--- src/rtl/comb_tt_pkg.sv ---
`default_nettype none
// ============================================================================
// comb_tt_pkg : shared types and helpers for the truth-table capture block
// Revision    : 1.0
// ============================================================================
package comb_tt_pkg;

   typedef enum logic [1:0] {
      IDLE   = 2'd0,
      SETTLE = 2'd1,
      FINISH = 2'd2
   } tt_state_t;

   localparam int N_IN_DEFAULT = 4;

   function automatic int tt_width(input int n);
      return 2 ** n;
   endfunction

endpackage
`default_nettype wire

--- src/rtl/comb_truth_capture_settle_timer.sv ---
`default_nettype none
// ============================================================================
// settle_timer : loadable down-counter that stops at zero
// Revision     : 1.0
// ============================================================================
module settle_timer #(
   parameter int WIDTH = 4
) (
   input  logic             clk,
   input  logic             rst,
   input  logic             load,
   input  logic [WIDTH-1:0] load_value,
   input  logic             dec,
   output logic [WIDTH-1:0] value,
   output logic             zero
);

   always_ff @(posedge clk) begin
      if (rst) begin
         value <= '0;
      end else if (load) begin
         value <= load_value;
      end else if (dec && (value != '0)) begin
         value <= value - 1'b1;
      end
   end

   assign zero = (value == '0);

endmodule
`default_nettype wire

--- src/rtl/comb_truth_capture.sv ---
`default_nettype none
// ============================================================================
// comb_truth_capture : clocked truth-table scan of a combinational function
// Revision           : 1.0
// ============================================================================
module comb_truth_capture
   import comb_tt_pkg::*;
#(
   parameter int N_IN          = N_IN_DEFAULT,
   parameter int SETTLE_CYCLES = 10
) (
   input  logic                 clk,
   input  logic                 rst,
   input  logic                 start,
   input  logic [2**N_IN-1:0]   expected,
   input  logic                 y_in,
   output logic [N_IN-1:0]      vec_out,
   output logic                 busy,
   output logic                 done,
   output logic [2**N_IN-1:0]   table_out,
   output logic [N_IN:0]        mismatch_count,
   output logic                 match
);

   localparam int              W        = tt_width(N_IN);
   localparam int              TW       = $clog2(SETTLE_CYCLES + 1);
   localparam logic [TW-1:0]   RELOAD   = TW'(SETTLE_CYCLES - 1);
   localparam logic [N_IN-1:0] LAST_IDX = {N_IN{1'b1}};

   tt_state_t       state;
   logic [N_IN-1:0] index;
   logic [W-1:0]    expected_q;

   logic            timer_load;
   logic            timer_dec;
   logic            timer_zero;
   logic [TW-1:0]   timer_value;
   logic            sample_now;
   logic            miss;

   assign sample_now = (state == SETTLE) && timer_zero;
   assign miss       = (y_in != expected_q[index]);
   assign timer_load = ((state == IDLE) && start) ||
                       (sample_now && (index != LAST_IDX));
   assign timer_dec  = (state == SETTLE) && (timer_value != '0);

   settle_timer #(
      .WIDTH (TW)
   ) u_settle_timer (
      .clk        (clk),
      .rst        (rst),
      .load       (timer_load),
      .load_value (RELOAD),
      .dec        (timer_dec),
      .value      (timer_value),
      .zero       (timer_zero)
   );

   always_ff @(posedge clk) begin
      if (rst) begin
         state          <= IDLE;
         index          <= '0;
         expected_q     <= '0;
         vec_out        <= '0;
         busy           <= 1'b0;
         done           <= 1'b0;
         table_out      <= '0;
         mismatch_count <= '0;
         match          <= 1'b0;
      end else begin
         case (state)
            IDLE: begin
               done <= 1'b0;
               if (start) begin
                  expected_q     <= expected;
                  table_out      <= '0;
                  mismatch_count <= '0;
                  match          <= 1'b0;
                  index          <= '0;
                  vec_out        <= '0;
                  busy           <= 1'b1;
                  state          <= SETTLE;
               end
            end
            SETTLE: begin
               if (timer_zero) begin
                  table_out[index] <= y_in;
                  if (miss) begin
                     mismatch_count <= mismatch_count + 1'b1;
                  end
                  if (index == LAST_IDX) begin
                     // Final sample: match must fold in this last comparison.
                     match   <= (mismatch_count == '0) && !miss;
                     busy    <= 1'b0;
                     done    <= 1'b1;
                     vec_out <= '0;
                     state   <= FINISH;
                  end else begin
                     index   <= index + 1'b1;
                     vec_out <= index + 1'b1;
                  end
               end
            end
            FINISH: begin
               done  <= 1'b0;
               state <= IDLE;
            end
            default: begin
               state <= IDLE;
            end
         endcase
      end
   end

endmodule
`default_nettype wire

--- config.mk ---
export PLATFORM = sky130hd
export DESIGN_NAME = comb_truth_capture
export DESIGN_NICKNAME = d
export VERILOG_FILES = /design/src/rtl/comb_tt_pkg.sv /design/src/rtl/comb_truth_capture_settle_timer.sv /design/src/rtl/comb_truth_capture.sv
export SDC_FILE = /design/constraint.sdc
export NUM_CORES = 1
export LEC_CHECK = 0
export BUFFER_PORTS_ARGS = -buffer_cell sky130_fd_sc_hd__buf_4
export CORE_UTILIZATION = 50
export CTS_BUF_LIST = sky130_fd_sc_hd__clkbuf_8 sky130_fd_sc_hd__clkbuf_16
export DETAILED_ROUTE_END_ITERATION = 8
export MAX_ROUTING_LAYER = met4
export PLACE_DENSITY = 0.77
export SLEW_MARGIN = 5
export SYNTH_ARGS = -nofsm -noshare
export SYNTH_HDL_FRONTEND = slang
export SYNTH_SLANG_ARGS = --single-unit
--- constraint.sdc ---
create_clock -name clk -period 2.7 [get_ports clk]
set_clock_uncertainty 0.1 [all_clocks]
set_input_delay 0.135 -clock clk [delete_from_list [all_inputs] [get_ports clk]]
set_output_delay 0.135 -clock clk [all_outputs]
set_load 0.05 [all_outputs]
==> qor.yml <==
setup_path:
  crit_family: "multiplexers"
  slowest_stage: "dfxtp_1"
  crit_fanout: 9
  start_kind: "flip-flop"
  cp-end-kind: "flip-flop"
  max_stage_delay_ns: 0.61
  crit_chain: "mux2i_1 > mux4_2 > mux2_4 > or3_1 > o21ai_1"
  worst_ep_required_time_ns: 2.85
  critPathKind: "reg -> reg"
  critical_path_arrival_ns: 2.42
  critPathBufInv: 0
global_routing:
  grt_usage: 0.2520
  overflow: 0
  grt_pass1_wl_um: 10240
  grt_pass1_vias: 2159
  grt_max_degree: 54
  antenna_found_initial: 0
clock_tree:
  post_cts_buffers: 0
  cts_root_buffer: "clkbuf_8"
  post_cts_resized: 0
  clock-sinks: 54
  numCtsBuffers: 5
  clk_pin_slew_ns: 0.09
  cts_tree: "done"
  htreeDepth: 2
  insertion_delay_ns: 0.31
  postCtsHoldBufs: 16
  clock_path_buffers: 2
min_path:
  hold_class: "in -> reg"
placement:
  routabilityCongestion: 0.7547
  dp_hpwl_um: 3920
  io_buffers: 47
  placed_cell_area_sq_mm: 0.002977
logic_synthesis:
  yosysWarnings: 0
  synth-async-reset-ratio: 0
  synth_area_leaders: "dfxtp_1 (42%), a21oi_1 (9.2%), nand2_1 (6.9%)"
  syn-num-nets: 343
  synth_top_area_cell: "dfxtp_1"
  synthDistinctLibCells: 39
  synth-seq-area-share: 0.4223
  avgSynthCellArea_sq_um: 8.101
  netlist_instances: 316
  synth_area_sq_mm: 0.002560
  ys_ff_latch: 54
  synth_edf_count: 0
  synth_top_area_share: 0.4223
  synth-main-ff-cell: "dfxtp_1"
die:
  die_h_um: 73.56
  core_area_sq_mm: 0.004817
  num_rows: 25
  die_width_um: 73.56
  pin_count: 48
  die_area_sq_mm: 0.005410
  initial_core_util: 0.5314
timing:
  setup_viol: 0
  relSlewSlack: 0.4792
  whs_ns: 0.04542
  min_period_ns: 2.271
  fin_setup_tns_ns: 0
  max_freq_mhz: 440.3
  drv_slew: 0
  rsz0062_at_grt: "no"
  hold_violations: 0
  tightest_slew_ns: 0.7760
  post-route-period-util: 0.8411
drt:
  drt-wirelength-per-cell_um: 13.65
  wl_um: 6034
  vias: 2409
  via_per_inst: 5.450
  drc: 0
  drt-pass1-iter-count: 4
  first_iter_violations: 137
  ant_nets: 0
final_layout:
  drive_gt1_frac: 0.1813
  antenna-diode-count: 0
  final_nets: 401
  area_growth_pct: 28.10
  stdcell_area_sq_mm: 0.003279
job:
  drv_cap: 0
power_and_ir_drop:
  vdd_drop_max_mv: 0.3018
  p_leak_uw: 0.001276
  p_per_area_mw_per_mm2: 591.4
  p_total_uw: 1940
outcome:
  status: "completed"
-- flip-flops by register name, indices dropped and copies added, names as in the netlist --
| signal | flops |
|---|---|
| busy | 1 |
| done | 1 |
| expected_q | 16 |
| index | 4 |
| match | 1 |
| mismatch_count | 5 |
| state | 2 |
| table_out | 16 |
| u_settle_timer.value | 4 |
| vec_out | 4 |
-- worst register-to-register path, stage by stage (launching register included) --
cell	delay (ns)
dfxtp_1	0.61
mux2i_1	0.16
mux4_2	0.49
mux2_4	0.35
or3_1	0.37
o21ai_1	0.13
-- through the flow --
step	util	instances	setup slack, ns
after global placement	0.6179	418	0.5170
after detailed placement	0.6179	418	0.4382
final	0.6808	442	0.4290
after CTS	0.6808	442	0.4198
after global routing	0.6808	442	0.2894
after floorplan	-	316	0.6396
-- cell usage after synthesis (all sizes together) (5+ instances only) --
library cell	instances
mux2i	11
o21ai	20
a21oi	47
nor3	11
inv	8
nor2b	5
ha	7
or3	5
nand3	21
nand2	47
dfxtp	54
clkbuf	17
a21boi	15
nor2	15
-- cell type report --
cell class	count	area [sq um]
Clock inverter	2	60.06
Timing Repair Buffer	72	580.6
Fill cell	422	1538
Tap cell	67	83.83
Sequential cell	54	1081
Inverter	8	30.03
Clock buffer	6	82.58
Multi-Input combinational cell	233	1361
-- layout by cell type (no fill, tap or decap), types with 3 or more instances in the layout --
| cell type | synthesis | final |
|---|---|---|
| a21boi_0 | 15 | 15 |
| dlygate4sd3_1 | 0 | 16 |
| nand2_1 | 47 | 47 |
| inv_1 | 8 | 8 |
| nand4_1 | 3 | 3 |
| nand3_1 | 21 | 21 |
| clkbuf_8 | 0 | 6 |
| buf_4 | 0 | 56 |
| nor3b_1 | 3 | 3 |
| o21ai_1 | 3 | 3 |
| nor3_1 | 11 | 11 |
| mux2i_1 | 11 | 11 |
| nor2_1 | 15 | 15 |
| o21ai_0 | 17 | 17 |
| ha_1 | 7 | 7 |
| or3_1 | 5 | 5 |
| a21oi_1 | 47 | 47 |
| nor2b_1 | 5 | 5 |
| dfxtp_1 | 54 | 54 |
-- cells by family after synthesis --
family,synth area share
DFF,0.4223
muxes,0.07087
buffers and inverters,0.04594
adders and majority gates,0.03421
and+or+nand+nor,0.2190
AOI/OAI and AO/OA,0.1975
xor gates and xnor gates,0.01027
-- path summary, 6_finish.rpt --
kind,from,to,slack (ns),depth (start not counted)
min reg2reg,expected_q[3],expected_q[3],0.36,2
max reg2reg,index[1],mismatch_count[0],0.43,5
min,y_in,table_out[15],0.05,3
max,index[1],mismatch_count[0],0.43,5
-- metal layers --
| layer | part of all wire | up-vias | track usage | routed length, um |
|---|---|---|---|---|
| met5 | 0 | - | - | 0 |
| met4 | 0.0098 | 0 | 0.07051 | 59 |
| met3 | 0.035 | 5 | 0.04115 | 209 |
| met2 | 0.48 | 55 | 0.4027 | 2905 |
| met1 | 0.47 | 1121 | 0.3299 | 2859 |
| li1 | - | 1228 | - | - |
-- power by group --
group          internal (uW)  switching (uW)  total (uW)  leakage [uW]
combinational            164             242         406      0.000766
clock                    395             265         660     0.0000714
sequential               837            36.2         873      0.000439
total                   1400             543        1940       0.00128
Note: power is estimated with default switching activity, not from simulation.
